**src/rtl/ddr_bw_seq.sv**
```systemverilog
// Test sequencer for the DDR bandwidth-test AXI master: programs the read/write
// control registers, watches the B and read-stream handshakes and accumulates per-direction cycle counts.
module ddr_bw_seq #(
    parameter int DATA_WIDTH   = 64,
    parameter int BURST_LENGTH = 7,
    parameter int CNT_W        = 32
) (
    input  logic             clk,
    input  logic             rstn,
    input  logic             start,
    input  logic [1:0]       mode,
    input  logic [31:0]      base_addr,
    input  logic [31:0]      stride,
    input  logic [31:0]      rd_len,
    input  logic [31:0]      wr_nburst,
    input  logic [15:0]      n_iter,
    input  logic [CNT_W-1:0] timeout,
    output logic             rstart,
    output logic [31:0]      raddr,
    output logic [31:0]      rlength,
    input  logic             rd_idle,
    output logic             wstart,
    output logic [31:0]      waddr,
    output logic [31:0]      wnburst,
    input  logic             bvalid,
    input  logic             bready,
    input  logic [1:0]       bresp,
    input  logic             rd_tvalid,
    input  logic             rd_tready,
    input  logic             rd_tlast,
    output logic             busy,
    output logic             done,
    output logic             err_timeout,
    output logic [15:0]      bresp_err_cnt,
    output logic [CNT_W-1:0] wr_cycles,
    output logic [CNT_W-1:0] rd_cycles,
    output logic [15:0]      iter_cnt
);

    if ((DATA_WIDTH % 8) != 0 || BURST_LENGTH < 0 || BURST_LENGTH > 255 || CNT_W < 2) begin : g_param_check
        $error("ddr_bw_seq: unsupported parameter set");
    end

    typedef enum logic [3:0] {
        S_IDLE,
        S_W_SETUP,
        S_W_PULSE,
        S_W_WAIT,
        S_R_SETUP,
        S_R_PULSE,
        S_R_WAIT,
        S_NEXT,
        S_DONE
    } state_t;

    state_t state, next_state;

    logic [1:0]       mode_q;
    logic [31:0]      stride_q;
    logic [31:0]      rd_len_q;
    logic [31:0]      wr_nburst_q;
    logic [15:0]      n_iter_q;
    logic [CNT_W-1:0] timeout_q;
    logic [31:0]      cur_addr;
    logic [31:0]      bcnt;
    logic [CNT_W-1:0] wait_cnt;
    logic             rd_last_seen;

    logic b_hs;
    logic r_last_hs;
    logic wr_done;
    logic rd_done;
    logic wait_expired;
    logic last_iter;
    logic accept;
    logic timeout_hit;

    function automatic logic [CNT_W-1:0] sat_inc_cnt(input logic [CNT_W-1:0] v);
        return (&v) ? v : v + CNT_W'(1);
    endfunction

    function automatic logic [15:0] sat_inc16(input logic [15:0] v);
        return (&v) ? v : v + 16'd1;
    endfunction

    assign wstart = (state == S_W_PULSE);
    assign rstart = (state == S_R_PULSE);
    assign done   = (state == S_DONE);
    assign busy   = (state != S_IDLE) && (state != S_DONE);

    // Completion counts a handshake landing in the same cycle; the read side
    // ignores rd_idle for two cycles so a stale idle from the last pass is never taken.
    always_comb begin
        next_state   = state;
        b_hs         = bvalid & bready;
        r_last_hs    = rd_tvalid & rd_tready & rd_tlast;
        wr_done      = (bcnt + 32'(b_hs)) == wr_nburst_q;
        rd_done      = (rd_last_seen || r_last_hs) && rd_idle && (wait_cnt >= CNT_W'(2));
        wait_expired = (timeout_q != '0) && (wait_cnt >= timeout_q - CNT_W'(1));
        last_iter    = (iter_cnt + 16'd1) == ((n_iter_q == 16'd0) ? 16'd1 : n_iter_q);
        accept       = ((state == S_IDLE) || (state == S_DONE)) && start;
        timeout_hit  = 1'b0;
        case (state)
            S_IDLE, S_DONE: begin
                if (start) next_state = (mode == 2'd1) ? S_R_SETUP : S_W_SETUP;
            end
            S_W_SETUP: next_state = S_W_PULSE;
            S_W_PULSE: next_state = S_W_WAIT;
            S_W_WAIT: begin
                if (wr_done) begin
                    next_state = (mode_q >= 2'd2) ? S_R_SETUP : S_NEXT;
                end else if (wait_expired) begin
                    next_state  = S_DONE;
                    timeout_hit = 1'b1;
                end
            end
            S_R_SETUP: next_state = S_R_PULSE;
            S_R_PULSE: next_state = S_R_WAIT;
            S_R_WAIT: begin
                if (rd_done) begin
                    next_state = S_NEXT;
                end else if (wait_expired) begin
                    next_state  = S_DONE;
                    timeout_hit = 1'b1;
                end
            end
            S_NEXT: begin
                if (last_iter) next_state = S_DONE;
                else           next_state = (mode_q == 2'd1) ? S_R_SETUP : S_W_SETUP;
            end
            default: next_state = S_IDLE;
        endcase
    end

    always_ff @(posedge clk or negedge rstn) begin
        if (!rstn) state <= S_IDLE;
        else       state <= next_state;
    end

    always_ff @(posedge clk or negedge rstn) begin
        if (!rstn) begin
            mode_q        <= '0;
            stride_q      <= '0;
            rd_len_q      <= '0;
            wr_nburst_q   <= '0;
            n_iter_q      <= '0;
            timeout_q     <= '0;
            cur_addr      <= '0;
            bcnt          <= '0;
            wait_cnt      <= '0;
            rd_last_seen  <= 1'b0;
            raddr         <= '0;
            rlength       <= '0;
            waddr         <= '0;
            wnburst       <= '0;
            err_timeout   <= 1'b0;
            bresp_err_cnt <= '0;
            wr_cycles     <= '0;
            rd_cycles     <= '0;
            iter_cnt      <= '0;
        end else begin
            if (accept) begin
                mode_q        <= mode;
                stride_q      <= stride;
                rd_len_q      <= rd_len;
                wr_nburst_q   <= wr_nburst;
                n_iter_q      <= n_iter;
                timeout_q     <= timeout;
                cur_addr      <= base_addr;
                err_timeout   <= 1'b0;
                bresp_err_cnt <= '0;
                wr_cycles     <= '0;
                rd_cycles     <= '0;
                iter_cnt      <= '0;
            end
            case (state)
                S_W_SETUP: begin
                    waddr   <= cur_addr;
                    wnburst <= wr_nburst_q;
                    bcnt    <= '0;
                end
                S_W_PULSE: begin
                    wait_cnt  <= '0;
                    wr_cycles <= sat_inc_cnt(wr_cycles);
                end
                S_W_WAIT: begin
                    wr_cycles <= sat_inc_cnt(wr_cycles);
                    wait_cnt  <= sat_inc_cnt(wait_cnt);
                    if (b_hs) begin
                        bcnt <= bcnt + 32'd1;
                        if (bresp != 2'b00) bresp_err_cnt <= sat_inc16(bresp_err_cnt);
                    end
                end
                S_R_SETUP: begin
                    raddr   <= cur_addr;
                    rlength <= rd_len_q;
                end
                S_R_PULSE: begin
                    wait_cnt     <= '0;
                    rd_last_seen <= 1'b0;
                    rd_cycles    <= sat_inc_cnt(rd_cycles);
                end
                S_R_WAIT: begin
                    rd_cycles <= sat_inc_cnt(rd_cycles);
                    wait_cnt  <= sat_inc_cnt(wait_cnt);
                    if (r_last_hs) rd_last_seen <= 1'b1;
                end
                S_NEXT: begin
                    iter_cnt <= sat_inc16(iter_cnt);
                    cur_addr <= cur_addr + stride_q;
                end
                default: begin
                end
            endcase
            if (timeout_hit) err_timeout <= 1'b1;
        end
    end

endmodule
```
**config.mk**
```make
export PLATFORM = sky130hd
export DESIGN_NAME = ddr_bw_seq
export DESIGN_NICKNAME = d
export VERILOG_FILES = /design/src/rtl/ddr_bw_seq.sv
export SDC_FILE = /design/constraint.sdc
export NUM_CORES = 1
export LEC_CHECK = 0
export CAP_MARGIN = 20
export CORE_MARGIN = 2
export CORE_UTILIZATION = 30
export DETAILED_ROUTE_END_ITERATION = 10
export DONT_BUFFER_PORTS = 1
export GPL_TIMING_DRIVEN = 0
export PLACE_DENSITY_LB_ADDON = 0.3
export SLEW_MARGIN = 10
export SYNTH_ARGS = -nofsm -noshare
export SYNTH_HDL_FRONTEND = slang
export SYNTH_SLANG_ARGS = --single-unit
```
**constraint.sdc**
```tcl
create_clock -name clk -period 4.5 [get_ports clk]
set_input_delay 0.45 -clock clk [delete_from_list [all_inputs] [get_ports clk]]
set_output_delay 0.45 -clock clk [all_outputs]
set_load 0.02 [all_outputs]
```
==> run metrics, run 1 <==
Setup CP Type=flip-flop to flip-flop; clock transition at the registers of the reported paths=0.06 ns; post-CTS setup buffer count=0; Sequential Power Share=0.420; pins over their slew limit=149; largest fanout of any net on the critical path=6; placed standard-cell area=approximately 0.026 mm²; net switching share of the total power=0.4101; cell at the slowest stage of the critical path=sky130_fd_sc_hd__or4_1; leftover overflow at the end of global routing=0; H-tree levels=2; CTS Buf Count=56; proportion of layout cells with a drive suffix above 1=0.09905; total of max-cap violations=0; global placement routability congestion=between 0.8 and 0.9; number of violations reported at the end of detailed-routing iteration 0=1137; Final HPWL DP=58350 µm; initial antenna violation count=9; clock insertion delay at the later pin of the skew report=0.63 ns; post-synthesis instance area=~0.024 mm²; maximum clock frequency=between 200 and 250 MHz; fraction of post-synthesis cell area in the top cell type by area=0.4841; top post-synthesis cells by area=sky130_fd_sc_hd__dfrtp_1 (48%), sky130_fd_sc_hd__nand2_1 (8.8%), sky130_fd_sc_hd__mux2_2 (6.0%); endpoint type of the worst setup path=flip-flop; sequential share of the synthesized area=0.4841; share of total power in combinational logic=0.328; max layer used=met5; Syn. warnings=0; GRT Util Overall=0.1874; failing checks=hold timing, slew limit; Main synth FF type=sky130_fd_sc_hd__dfrtp_1; pin count of the biggest net entering global routing=roughly 470; number of clock sinks seen by CTS=472; classification of the worst-slack hold path=input port to async pin; post-layout util=0.3676; share of async-settable or async-resettable flops after synthesis=1.000; core area=about 0.081 mm²; most instantiated library cell after synthesis=sky130_fd_sc_hd__nand2_1; smallest hold slack=-0.4455 ns; M1 wire length=35370 µm; Slew headroom=-0.2198; Final Total Pwr=19350 µW; number of I/O pins=around 420; mean routed wirelength per cell=20.50 µm; area overhead of the layout relative to synthesis=21.36%; wire length of the first global-routing pass=approximately 120000 µm; power share of the clock group=0.252; die span in x=approximately 290 µm; final routed wirelength across all metal layers=approximately 80000 µm; antenna-violating nets left=0; static leakage power=0.01324 µW; setup clock skew after layout=around 0.026 ns; count of standard-cell rows=~100; multiplexer share of the synthesized area=0.06600; largest area contributor in the synthesized netlist=sky130_fd_sc_hd__dfrtp_1; Net Count, Synth=2835; total met2 wirelength after detailed routing=~37000 µm; sum of met3 wire segment lengths after detailed routing=5594 µm; Compound-Gate Fraction of Synth Area=0.1061; Net Switching=~7900 µW; Startpoint Class=flip-flop; number of enable flip-flop cells after synthesis=0; pre-CTS setup slack=-0.3080 ns; starting density of the core=0.3029; Final period util=0.9246; cell at the root of the clock tree=sky130_fd_sc_hd__clkbuf_16; routed via count=a little under 20k; post-route cell area=~0.03 mm²; largest family of logic cells by synthesized area=simple AND/OR/NAND/NOR gates; Port Buf Inserts=0; endpoints failing hold=about 470; maximum single-stage delay on the critical path=0.53 ns; result of the run=complete, but fails checks; Int Pwr=between 10000 and 15000 µW; clock tree from TritonCTS=yes; Worst Max-Slew Pin Slew=between 1.5 and 2 ns; vias per cell=around 5.0; count of final setup violators=0; instance count of the mapped netlist=approximately 2.6k; die height=roughly 290 µm; number of iterations in the first detailed-routing pass=5; number of buffers and inverters on the critical path=1; synthesized area divided by synthesized cell count=between 9 and 10 µm²; number of remaining DRC errors=0; worst reg-to-reg path cell count=15; shortest clock period the worst path allows after layout=4.161 ns; sequence of cells on the critical path=or4_1, clkbuf_1, nor3_4, nand2_1, nor4_1, xnor2_1, ha_1, nand4_1, nor3_2, nand2_1, nor4_1, a32o_1, nor3_1, mux2_4, or2_1; ranking of synthesized cells by instance count=sky130_fd_sc_hd__nand2_1 (573), sky130_fd_sc_hd__dfrtp_1 (472), sky130_fd_sc_hd__nor2_1 (178); basic-gate share of the synthesized area counting and, or, nand and nor cells=0.2121; worst vdd ir=just under 0.0004 V; RSZ-0062 raised after global routing=no; xor/xnor cell area share of the yosys netlist=0.06784; Power per Cell Area=around 650 mW/mm²; number of storage elements in the synthesis netlist=~470; Required @ worst endpoint=4.99 ns; number of hold-repair buffers added at the cts stage=176; final total negative setup slack=0 ns; maximum buffer depth of the clock tree=3; final layout net count=between 3k and 4k; Yosys cell types=between 80 and 90; family with the most delay on the worst path=simple AND/OR/NAND/NOR gates; worst setup margin=around 0.34 ns; Die Outline Area=0.08363 mm²; logic depth of the worst setup path including buffers=15; data arrival time of the worst path=roughly 4.7 ns; post-synthesis share of cell area spent on full adders, half adders and majority gates=0.03918; number of global-route vias before repair=between 15k and 20k
-- routing by layer --
metal / track usage / up-vias
met4: 0.05902 / 8
met5: 0 / -
li1: - / 9471
met2: 0.2986 / 501
met3: 0.05024 / 110
met1: 0.2476 / 9725
-- area by class of cell --
cell class                      count  area [µm²]
Fill cell                        8085       50940
Multi-Input combinational cell   1944       12070
Sequential cell                   472       11810
Timing Repair Buffer              180        1800
Clock buffer                       79        1608
Tap cell                         1060        1326
Buffer                            111       440.4
Clock inverter                     27       371.6
Inverter                           44       165.2
Antenna cell                        8       20.02
-- placed cells by master (no fill, tap or decap), drive strengths merged, types with 16 or more instances in the layout --
cell type / n
nor2b: 17
xor2: 90
nor2: 183
clkbuf: 165
and3: 46
buf: 29
and4: 16
xnor2: 99
ha: 74
nor4: 29
inv: 47
o31ai: 21
nand4: 48
a21o: 28
nor3: 41
nand3: 95
dfrtp: 472
a21oi: 67
mux2: 132
or3: 19
o21ai: 152
nand2: 574
a22oi: 28
dlygate4sd3: 176
-- path summary, 6_finish.rpt --
kind	startpoint	endpoint	slack [ns]
max	timeout_q[12]	state[1]	0.34
min	rstn	rd_len_q[24]	-0.45
max reg2reg	timeout_q[12]	state[1]	0.34
min reg2reg	rd_len_q[21]	rd_len_q[21]	0.47
max in group asynchronous	rstn	wnburst[12]	3.50
min in group clk	mode[1]	mode_q[1]	0.05
-- power by group through the flow --
stage          logic [µW]  clock network, µW  registers [µW]
4_1_cts              6330               5020            8120
5_1_grt              7130               5180            8330
3_3_place_gp         6030                  0            8160
3_5_place_dp         6140                  0            8170
6_report             6340               4880            8130
2_1_floorplan        4770                  0            7470
-- what timing repair did --
action / in CTS / in global routing
hold endpoints to repair: 648 / 472
resized for setup: 3 / 9
endpoints found under the setup margin: 3 / 5
-- flip-flops by register name, summed over array words and instances, names as in the netlist, 32 cells and up --
| signal | count |
|---|---|
| wr_cycles | 32 |
| rd_cycles | 32 |
| raddr | 32 |
| cur_addr | 32 |
| waddr | 32 |
| timeout_q | 32 |
| wnburst | 32 |
| rd_len_q | 32 |
| wr_nburst_q | 32 |
| wait_cnt | 32 |
| bcnt | 32 |
| rlength | 32 |
| stride_q | 32 |
-- cell families (layout without fill, tap and decap cells) --
family	count (synthesis)	after routing
xor gates and xnor gates	189	189
DFF	472	472
and+or+nand+nor	1126	1126
muxes	144	144
AOI/OAI and AO/OA	409	409
adders and majority gates	76	76
other	0	8
buffers and inverters	155	441
-- metrics by stage --
step	instances	hold slack, ns
floorplan	2571	0.1544
global placement	3631	0.1700
detailed placement	3634	0.1695
CTS	3916	-0.5042
global route	3921	-0.5033
finish	3925	-0.4455
No activity file was read; power rests on OpenSTA's default activity.
==> inputs of run 2 (changes only) <==
GPL_TIMING_DRIVEN = not set   (was 0)
==> run 2 against run 1 <==
- the flow finishes with violations (hold timing)
- via count shrank 2.7%
- maximum frequency grew 2.6%
- first-iteration DRC count grew 7.9%
- power shrank 3.4%
- critical endpoint unchanged
- sequential power is essentially flat
- count of clock-buffer cells in the layout grew 7
- core utilization shrank 0.64 points
- critical path type unchanged
- final area shrank 1.8%
- register-to-register slack gained 0.11 ns
- non-clock buffer count shrank 91
==> run metrics, run 2 (synthesis results as in run 1) <==
result of the run=complete, but fails checks (unchanged); failing checks=hold timing (was hold timing, slew limit); area overhead of the layout relative to synthesis=19.23% (was 21.36%); vias per cell=5.043 (was 5.048); clock insertion delay at the later pin of the skew report=0.60 ns (was 0.63 ns); mean routed wirelength per cell=19.43 µm (was 20.50 µm); starting density of the core=0.3029 (unchanged); antenna-violating nets left=0 (unchanged); routing layer with the top usage in global route=met2 (unchanged); placed standard-cell area=0.02562 mm² (was 0.02576 mm²); Startpoint Class=flip-flop (unchanged); count of final setup violators=0 (unchanged); clock tree from TritonCTS=yes (unchanged); met1 usage=0.2302 (was 0.2476); core area=0.08055 mm² (unchanged); number of hold-repair buffers added at the cts stage=169 (was 176); Die Outline Area=0.08363 mm² (unchanged); instance count after placement with tap cells included=3551 (was 3634); number of global-route vias before repair=19.07k (was 19.33k); pins over their slew limit=0 (was 149); maximum buffer depth of the clock tree=3 (unchanged); M3 GR Usage=0.04307 (was 0.05024); RSZ-0062 raised after global routing=no (unchanged); setup clock skew after layout=0.02453 ns (was 0.02597 ns); number of remaining DRC errors=0 (unchanged); Worst Max-Slew Pin Slew=1.315 ns (was 1.830 ns); Power per Cell Area=642.4 mW/mm² (was 653.5 mW/mm²); maximum clock frequency=246.7 MHz (was 240.3 MHz); die height=289.2 µm (unchanged); area of combinational cells with multiple inputs=0.01204 mm² (was 0.01207 mm²); shortest clock period the worst path allows after layout=4.054 ns (was 4.161 ns); post-route non-filler standard cell count=3823 (was 3925); count of standard-cell rows=104 (unchanged); flip-flop and latch area=0.01181 mm² (unchanged); number of violations reported at the end of detailed-routing iteration 0=1227 (was 1137); GRT Util Overall=0.1730 (was 0.1874); initial antenna violation count=6 (was 9); largest fanout of any net on the critical path=5 (was 6); worst vdd ir=0.0003788 V (was 0.0003925 V); static leakage power=0.01307 µW (was 0.01324 µW); number of clock sinks seen by CTS=472 (unchanged); Setup CP Type=flip-flop to flip-flop (unchanged); final total negative setup slack=0 ns (unchanged); leftover overflow at the end of global routing=0 (unchanged); die span in x=289.2 µm (unchanged); wire length of the first global-routing pass=114100 µm (was 120900 µm); smallest hold slack=-0.4281 ns (was -0.4455 ns); Final HPWL DP=52520 µm (was 58350 µm); number of I/O pins=418 (unchanged); proportion of layout cells with a drive suffix above 1=0.1001 (was 0.09905); cell at the root of the clock tree=sky130_fd_sc_hd__clkbuf_16 (unchanged); data arrival time of the worst path=4.52 ns (was 4.65 ns); post-route cell area=0.02909 mm² (was 0.02961 mm²); classification of the worst-slack hold path=input port to async pin (unchanged); Required @ worst endpoint=4.96 ns (was 4.99 ns); endpoints failing hold=472 (unchanged); fillers=8079 (was 8085); clock transition at the registers of the reported paths=0.06 ns (about the same); final layout net count=2981 (was 3073); total of max-cap violations=0 (unchanged); most frequent standard cell in the layout excluding fill and tap cells=sky130_fd_sc_hd__nand2_1 (unchanged); global placement routability congestion=0.8540 (was 0.8584); met2 capacity usage during global routing=0.2780 (was 0.2986); commonest cells after routing, fill and taps aside=sky130_fd_sc_hd__nand2_1 (572), sky130_fd_sc_hd__dfrtp_1 (472), sky130_fd_sc_hd__nor2_1 (175) (was sky130_fd_sc_hd__nand2_1 (573), sky130_fd_sc_hd__dfrtp_1 (472), sky130_fd_sc_hd__nor2_1 (177)); Final Total Pwr=18690 µW (was 19350 µW); endpoint type of the worst setup path=flip-flop (unchanged); Port Buf Inserts=0 (unchanged); routed via count=19.28k (was 19.82k); Final period util=0.9009 (was 0.9246); post-layout util=0.3612 (was 0.3676); H-tree levels=2 (unchanged); pin count of the biggest net entering global routing=473 (unchanged); final routed wirelength across all metal layers=74290 µm (was 80450 µm); Slew headroom=0.1237 (was -0.2198); number of iterations in the first detailed-routing pass=5 (unchanged); CTS Buf Count=55 (was 56)
run 2: cell types whose count changed in the layout (fill, tap and decap cells not counted), sizes merged:
cell	delta
diode	-3
clkbuf	-79
bufinv	-5
inv	-1
buf	+2
clkinvlp	-6
dlygate4sd3	-7
clkinv	-3
run 2: path summary, 6_finish.rpt:
path	start	to	slack, ns	cells past startpoint
max in group asynchronous	rstn	wr_nburst_q[18]	3.88	0
worst max-delay path	timeout_q[17]	state[1]	0.45	14
worst min register to register	rd_len_q[24]	rd_len_q[24]	0.47	2
worst min-delay path	rstn	rd_len_q[24]	-0.43	0
min in group clk	mode[1]	mode_q[1]	0.06	2
worst max register to register	timeout_q[17]	state[1]	0.45	14
run 2: repair_timing:
action,CTS,global route
buffers inserted,0,0
hold endpoints to repair,641,472
setup endpoints to repair,0,2
gates resized for setup,0,2
run 2: metal layers:
| layer | vias to the layer above | share of wire |
|---|---|---|
| met1 | 9480 | 0.45 |
| met3 | 89 | 0.061 |
| met4 | 4 | 0.025 |
| met5 | - | 0.00032 |
| li1 | 9255 | - |
| met2 | 450 | 0.46 |
run 2: critical path, stage by stage (launching register included):
cell and delay [ns]:
sky130_fd_sc_hd__dfrtp_1 0.44, sky130_fd_sc_hd__or4_1 0.59, sky130_fd_sc_hd__nor4_2 0.38, sky130_fd_sc_hd__nand3_1 0.30, sky130_fd_sc_hd__nor3_1 0.26, sky130_fd_sc_hd__xnor2_1 0.10
sky130_fd_sc_hd__ha_1 0.30, sky130_fd_sc_hd__nand4_1 0.11, sky130_fd_sc_hd__nor3_1 0.28, sky130_fd_sc_hd__nand2_1 0.13, sky130_fd_sc_hd__nor4_1 0.18, sky130_fd_sc_hd__a32o_1 0.29
sky130_fd_sc_hd__nor3_1 0.07, sky130_fd_sc_hd__mux2_4 0.28, sky130_fd_sc_hd__or2_1 0.22
run 2: final cells by class:
type	count	area share
Multi-Input combinational cell	1944	0.4140
Sequential cell	472	0.4060
Timing Repair Buffer	200	0.06787
Clock buffer	86	0.05583
Tap cell	1060	0.04559
Inverter	44	0.005677
Clock inverter	12	0.004602
Antenna cell	5	0.0004301
run 2: power by group:
part           switching [µW]  internal [µW]  total, µW
Combinational            3360           2800       6160
Clock                    1810           2580       4390
Sequential               2430           5710       8140
Total                    7590          11100      18700
run 2: through the flow:
step                setup WS [ns]  hold WS [ns]
global route              0.07054       -0.4870
detailed placement         0.3319        0.1737
CTS                        0.3006       -0.4861
global placement           0.3475        0.1738
floorplan                  0.8162        0.1544
finish                     0.4459       -0.4281
